<file path="src/rtl/stride3_monitor.sv">
// In-system integrity monitor for the stride-3 up/down counter with load:
// predicts each next count, flags and counts mismatches, and counts complete laps.
module stride3_monitor #(
    parameter int WIDTH  = 3,
    parameter int STRIDE = 3,
    parameter int ERR_W  = 8,
    parameter int LAP_W  = 8
) (
    input  logic             clk,
    input  logic             reset,
    input  logic             en,
    input  logic [WIDTH-1:0] count,
    input  logic             up,
    input  logic             load,
    input  logic [WIDTH-1:0] data,
    input  logic             clr_err,
    output logic             locked,
    output logic [WIDTH-1:0] expected,
    output logic             mismatch,
    output logic             sticky_err,
    output logic [ERR_W-1:0] err_cnt,
    output logic             lap_pulse,
    output logic [LAP_W-1:0] lap_cnt
);

    typedef enum logic [0:0] {
        UNLOCKED = 1'b0,
        LOCKED   = 1'b1
    } state_t;

    localparam logic [WIDTH-1:0] STEP = WIDTH'(STRIDE);

    state_t           state_r;
    logic [WIDTH-1:0] prev_r;
    logic [WIDTH-1:0] data_q_r;
    logic [WIDTH-1:0] anchor_r;
    logic [WIDTH-1:0] steps_r;
    logic             up_q_r;
    logic             load_q_r;
    logic             dir_q_r;

    logic [WIDTH-1:0] pred_s;
    logic [WIDTH-1:0] steps_inc_s;
    logic             miss_s;
    logic             restart_s;
    logic             wrap_s;

    function automatic logic [ERR_W-1:0] sat_inc(input logic [ERR_W-1:0] v);
        logic [ERR_W-1:0] r;
        if (&v) begin
            r = v;
        end else begin
            r = v + ERR_W'(1);
        end
        return r;
    endfunction

    // Next-value prediction and lap-tracking decisions for the current cycle
    always_comb begin
        pred_s      = prev_r;
        steps_inc_s = steps_r + WIDTH'(1);
        if (load_q_r) begin
            pred_s = data_q_r;
        end else if (up_q_r) begin
            pred_s = prev_r + STEP;
        end else begin
            pred_s = prev_r - STEP;
        end
        miss_s    = (state_r == LOCKED) && en && (count != pred_s);
        restart_s = miss_s || load_q_r || (up_q_r != dir_q_r);
        wrap_s    = (steps_inc_s == {WIDTH{1'b0}});
    end

    // Monitor FSM, history capture, lap tracking and registered outputs
    always_ff @(posedge clk) begin
        if (reset) begin
            state_r    <= UNLOCKED;
            prev_r     <= {WIDTH{1'b0}};
            data_q_r   <= {WIDTH{1'b0}};
            anchor_r   <= {WIDTH{1'b0}};
            steps_r    <= {WIDTH{1'b0}};
            up_q_r     <= 1'b0;
            load_q_r   <= 1'b0;
            dir_q_r    <= 1'b0;
            locked     <= 1'b0;
            expected   <= {WIDTH{1'b0}};
            mismatch   <= 1'b0;
            sticky_err <= 1'b0;
            err_cnt    <= {ERR_W{1'b0}};
            lap_pulse  <= 1'b0;
            lap_cnt    <= {LAP_W{1'b0}};
        end else begin
            expected  <= pred_s;
            mismatch  <= 1'b0;
            lap_pulse <= 1'b0;

            if (en) begin
                prev_r   <= count;
                up_q_r   <= up;
                load_q_r <= load;
                data_q_r <= data;
            end

            case (state_r)
                UNLOCKED: begin
                    if (en) begin
                        anchor_r <= count;
                        steps_r  <= {WIDTH{1'b0}};
                        dir_q_r  <= up;
                        state_r  <= LOCKED;
                        locked   <= 1'b1;
                    end else begin
                        locked   <= 1'b0;
                    end
                end
                LOCKED: begin
                    if (!en) begin
                        state_r <= UNLOCKED;
                        locked  <= 1'b0;
                    end else begin
                        locked   <= 1'b1;
                        mismatch <= miss_s;
                        // A wrap that misses the anchor is not a lap; start over from here
                        if (restart_s || (wrap_s && (count != anchor_r))) begin
                            anchor_r <= count;
                            steps_r  <= {WIDTH{1'b0}};
                            dir_q_r  <= up;
                        end else if (wrap_s) begin
                            steps_r   <= {WIDTH{1'b0}};
                            lap_pulse <= 1'b1;
                            lap_cnt   <= lap_cnt + LAP_W'(1);
                        end else begin
                            steps_r <= steps_inc_s;
                        end
                    end
                end
                default: begin
                    state_r <= UNLOCKED;
                    locked  <= 1'b0;
                end
            endcase

            if (miss_s) begin
                sticky_err <= 1'b1;
                if (clr_err) begin
                    err_cnt <= ERR_W'(1);
                end else begin
                    err_cnt <= sat_inc(err_cnt);
                end
            end else if (clr_err) begin
                sticky_err <= 1'b0;
                err_cnt    <= {ERR_W{1'b0}};
            end
        end
    end

endmodule

</file>
<file path="config.mk">
export PLATFORM = sky130hd
export DESIGN_NAME = stride3_monitor
export DESIGN_NICKNAME = d
export VERILOG_FILES = /design/src/rtl/stride3_monitor.sv
export SDC_FILE = /design/constraint.sdc
export NUM_CORES = 1
export LEC_CHECK = 0
export CORE_MARGIN = 2
export CORE_UTILIZATION = 51
export DETAILED_ROUTE_END_ITERATION = 6
export HOLD_SLACK_MARGIN = 0.03
export PLACE_DENSITY = 0.79
export SYNTH_ARGS = -nofsm -noshare
export SYNTH_HDL_FRONTEND = slang
export SYNTH_SLANG_ARGS = --single-unit
</file>
<file path="constraint.sdc">
create_clock -name clk -period 2.7 [get_ports clk]
set_clock_uncertainty 0.15 [all_clocks]
set_input_delay 0.675 -clock clk [delete_from_list [all_inputs] [get_ports clk]]
set_output_delay 0.675 -clock clk [all_outputs]
set_load 0.01 [all_outputs]
</file>
### Word-level counts from Yosys, hierarchy flattened

Index checks and enable logic that the tools add are counted.

* bits in registers: 38
* bits of input ports: 12
* logic and storage cells: 67

* add/subtract/negate cells: 5
* eq/ne operators: 7
* mux-type cells: 23
* bitwise operators: 3
* reductions and logical operators: 15

Operators by type and width (count)
* $mux 8: 4
* $mux 3: 9
* $add 8x1->8 const B: 2
* $pmux 3 s2: 2
* $reduce_and 8->1: 1
* $mux 1: 7
* $ne 2x2->1 const B: 3
* $ne 3x3->1: 2
* $reduce_and 2->1: 2
* $reduce_and 4->1: 1
* $reduce_or 4->1: 1
* $add 3x1->3 const B: 1
* $add 3x2->3 const B: 1
* $logic_and 1x1->1: 3
* $logic_not 3->1: 1
* $logic_or 1x1->1: 3
* $not 1->1: 3
* $reduce_and 3->1: 1
* $reduce_or 3->1: 1
* $sub 3x2->3 const B: 1
* $ne 2x1->1 const B: 1
* $pmux 1 s2: 1
* $reduce_bool 2->1: 1
* $ne 1x1->1: 1

### Logic depth before layout (Yosys ltp)

* depth after elaboration: 11
* gate-level depth with buffers: 8

### Worst setup path before layout

No wires, ideal clock.

* path type: reg2reg
* start point: register up_q_r
* end point: register lap_cnt[5]
* setup time: 0.121 ns
* arrival time: 2.163 ns
* setup slack: 0.266 ns
* stages on the path, launching flop included: 9
* buffers on the path: 1
* clock period less this slack: 2.434 ns
* cells stage by stage: dfxtp_1 -> fa_1 -> mux2i_1 -> xnor2_1 -> a21oi_1 -> nand4b_2 -> buf_6 -> nor3_1 -> mux2_2

* word-level cells in the longest chain between the ends: 9
* elaborated cells between the ends (all ways): 10
* those cells by class: eq/ne: 2; mux: 2; bitwise: 1; reduce/logical: 5

Ends and longest elaborated chain
* start, declared: line 38 `logic up_q_r;`
* start signal, assigned: line 99 `up_q_r <= up;`
* $mux 3: line 64 `end else if (up_q_r) begin`
* $mux 3: line 62 `if (load_q_r) begin`
* $ne 3x3->1: line 69 `miss_s = (state_r == LOCKED) && en && (count != pred_s);`
* $logic_and 1x1->1: line 69
* $logic_or 1x1->1: line 70 `restart_s = miss_s || load_q_r || (up_q_r != dir_q_r);`
* $logic_or 1x1->1 (*): line 70
* $logic_or 1x1->1 (*): line 124 `if (restart_s || (wrap_s && (count != anchor_r))) begin`
* $not 1->1 (no source line) (*)
* $reduce_and 4->1 (no source line) (*)
* end signal, assigned: line 91 `lap_cnt <= {LAP_W{1'b0}};`
* end signal, assigned: line 131 `lap_cnt <= lap_cnt + LAP_W'(1);`
* end, declared: line 23 `output logic [LAP_W-1:0] lap_cnt`

Every way passes the cells marked *; elsewhere a longest branch is shown, timed or not.
A chain may end at the register's enable or synchronous reset.

### Final worst setup path

* start point: register prev_r[0]
* end point: register lap_cnt[5]

* word-level cells in the longest chain between the ends: 10
* elaborated cells between the ends (all ways): 11
* those cells by class: add/sub: 2; eq/ne: 1; mux: 2; bitwise: 1; reduce/logical: 5

Ends and longest elaborated chain
* start, declared: line 34 `logic [WIDTH-1:0] prev_r;`
* start signal, assigned: line 78 `prev_r <= {WIDTH{1'b0}};`
* start signal, assigned: line 98 `prev_r <= count;`
* $sub 3x2->3 / $add 3x2->3 (equally long branches): line 67, 65
* $mux 3 (*): line 64
* $mux 3 (*): line 62
* $ne 3x3->1 (*): line 69
* $logic_and 1x1->1 (*): line 69
* $logic_or 1x1->1 (*) (2 in series): line 70
* $logic_or 1x1->1 (*): line 124
* $not 1->1 (no source line) (*)
* $reduce_and 4->1 (no source line) (*)

Marks and branches as above.

==> impl_metrics.ini <==
[status]
status = complete, no violations

[setup_path]
r2r_start = prev_r[0]
cp_num_buf_inv = 0
cp-end-kind = register
worstSetupStartpoint = prev_r[0]
worstPathCellList = fa_1 -> xnor3_1 -> mux2i_4 -> xor2_4 -> nand4b_4 -> nor3_1 -> mux2_2
reg2reg_setup_slack_ns = 0.15
cp-start-kind = register
required_ns = 2.80
worst-setup-path-type = register to register
critPathMaxFanout = 11
critical_path.endpoint = lap_cnt[5]
arrival_ns = 2.65
crit_cells = 7
r2r_cells = 7
r2r_end = lap_cnt[5]
crit_family = multiplexers
slowest_stage = fa_1
critical_path.max_stage_delay_ns = 0.44

[sta]
hold_viol = 0
fmax_mhz = 391.6
min_period_ns = 2.553
max_slew.worst_pin.slew_ns = 0.4471
whs_ns = 0.3491
slew_headroom = 0.7010
rsz0062_at_grt = false
fin_setup_tns_ns = 0
drv_slew = 0
period_share = 0.9457
setup_viol = 0

[power]
p_sw_frac = 0.2611
p_int_uw = 789.0
ir_drop_mv = 0.3459
p_seq_frac = 0.555
leakage_uw = 0.0009441
clkPwrFrac = 0.291
p_switching_uw = 278.8
finalPower_uw = 1068
p_per_area_mw_per_mm2 = 462.5
p_comb_frac = 0.154

[synth]
synthesis.nets = 213
muxShareOfSynthArea = 0.1028
synth_compound_area_frac = 0.1153
synth_seq_cells = 38
synth_cells = 196
synth_cell_types = 42
avgSynthCellArea_sq_um = 9.192
synth_xor_area_frac = 0.06181
ys_warn_count = 0
synthSimpleGateAreaFrac = 0.2250
yosys.area.top_type = dfxtp_1
synth_area_sq_mm = 0.001802
synth_top_area_share = 0.4222
ys_seq_area_frac = 0.4222
synthAdderAreaFrac = 0.03889
synth_area_leaders = dfxtp_1, mux2i_1, nor2_1
synth_top_family_by_area = simple AND/OR/NAND/NOR gates

[global_routing]
globalRouteTotalUtil = 0.2052
grt_max_degree = 15
grt_overflow = 0
grt_pass1_vias = 1465
antenna_found_initial = 0
grt_pass1_wl_mm = 6.499

[route]
drc = 0
drtPass1Iterations = 4
vias = 1537
finalWirelength_mm = 3.716
drt_iter0_markers = 101
post_drt_via_cell_ratio = 5.393
wl_per_cell_microns = 13.04
postRouteAntennaNets = 0

[worst_hold_path]
hold_depth = 2
hold_path_class = register to register

[cells_and_area]
final_cell_count_no_fill = 285
drive_above_1_share = 0.1088
multi_input_area_sq_um = 992.2
regArea_sq_um = 760.7
nets = 255
utilization = 0.6864
antennaDiodeCount = 0
syn2layout_area_growth_pct = 28.12
fillCellCount = 300

[placement]
dp_hpwl_mm = 2.819
place_inst = 277
gp_congestion = 0.8237
io_buffers = 34

[cts]
hold_buffers = 0
cts_root_buf = clkbuf_4
post_cts_resized = 0
clk_pin_slew_ns = 0.11
cts_made_buffers = 5
postCtsSetupRepairBufs = 0
cts_tree = done
cts_buffer_depth = 2
cts.sinks = 38
h-tree-depth = 2
clock_latency_ns = 0.35

[floorplanning]
start_util = 0.5357
core_area_sq_mm = 0.003363
die_area_sq_mm = 0.004024
rows = 21
io_pins = 35
die_w_microns = 63.44
die_h_microns = 63.44

[run]
max-cap-violations = 0
layout by cell type (no fill, tap or decap), types with 2 or more instances in the layout:
master,instances
dfxtp_1,38
clkdlybuf4s50_1,34
nor2_1,29
mux2i_1,14
nand2_1,12
buf_4,11
nand3_1,10
a21oi_1,10
nor2b_1,7
o21ai_0,6
xnor2_1,5
clkbuf_4,5
inv_1,4
ha_1,4
a41oi_1,3
or4_1,3
nand4_1,3
or3_1,3
xor2_1,2
nand2b_1,2
and2_1,2
nor3_1,2
mux2_2,2
and3_1,2
or2_2,2
a211oi_1,2
a2bb2oi_1,2
a31oi_1,2
a41o_1,2
cells by family (layout without fill, tap and decap cells):
logic type	after synthesis	in the layout
adders and majority gates	5	5
DFF	38	38
muxes	17	17
AOI/OAI and AO/OA	32	32
and+or+nand+nor	81	81
buffers and inverters	14	57
xor gates and xnor gates	9	9
worst min-delay path by stage:
stage,from,end
floorplan,data_q_r[0],data_q_r[0]
global placement,steps_r[0],steps_r[0]
detailed placement,steps_r[0],steps_r[0]
CTS,steps_r[0],steps_r[0]
global route,steps_r[2],steps_r[2]
finish,steps_r[0],steps_r[0]
final cells by class:
cell class / count / area share
clock inverter: 1 / 0.002168
sequential: 38 / 0.3295
timing repair buffer: 45 / 0.1832
inverter: 4 / 0.006504
tap: 46 / 0.02493
clock buffer: 7 / 0.02385
multi-input combinational: 144 / 0.4298
stage by stage:
step                instance area [sq um]  setup slack, ns
finish                               2308           0.1466
global route                         2308         0.003064
CTS                                  2296          0.01886
detailed placement                   2236         -0.07595
global placement                     2236          0.03132
floorplan                            1802           0.2658
synthesized netlist by cell type:
master / n
mux2_2: 2
mux2i_4: 1
o21a_1: 1
nor4_1: 1
a2bb2oi_1: 2
nand4_1: 3
or3_1: 3
xor2_4: 1
dfxtp_1: 38
nor2b_1: 7
or4_1: 3
xnor2_1: 5
nand3_1: 10
or2_2: 2
xnor3_1: 1
nand3b_1: 1
and3_1: 2
a41o_1: 2
o21ai_0: 6
and2_1: 2
ha_1: 4
and4_1: 1
nand4b_2: 1
buf_6: 1
fa_1: 1
a21boi_0: 1
a21o_1: 1
a21oi_1: 11
buf_1: 2
mux2i_1: 14
inv_1: 4
xor2_1: 2
clkbuf_1: 6
nor2_1: 29
buf_2: 1
a211oi_1: 2
nor3_1: 2
nand2_1: 12
a41oi_1: 3
nand2b_1: 2
a31oi_1: 2
a311oi_1: 1
power groups by stage:
| stage | combinational (uW) | sequential, uW | clock (uW) |
|---|---|---|---|
| global placement | 154 | 605 | 0 |
| CTS | 160 | 593 | 318 |
| detailed placement | 159 | 606 | 0 |
| global route | 178 | 596 | 343 |
| floorplan | 93.4 | 605 | 0 |
| finish | 164 | 593 | 311 |
registers in the layout (all words and copies together) (netlist names):
signal	cells
anchor_r	3
data_q_r	3
dir_q_r	1
err_cnt	8
expected	3
lap_cnt	8
lap_pulse	1
load_q_r	1
mismatch	1
prev_r	3
state_r	1
steps_r	3
sticky_err	1
up_q_r	1
metal layers:
layer | up-vias | routed length (microns) | track usage
li1 | 776 | - | -
met1 | 725 | 1581 | 0.2178
met2 | 29 | 1921 | 0.3750
met3 | 7 | 145 | 0.05714
met4 | 0 | 67 | 0.08967
met5 | - | 0 | 0
tightest hold or removal path: cells and delay by family (launching register included):
kind            cells  cell delay [ns]
simple gates        1             0.07
compound gates      1             0.05
flops               1             0.35
Power figures use the tool's default switching activity.
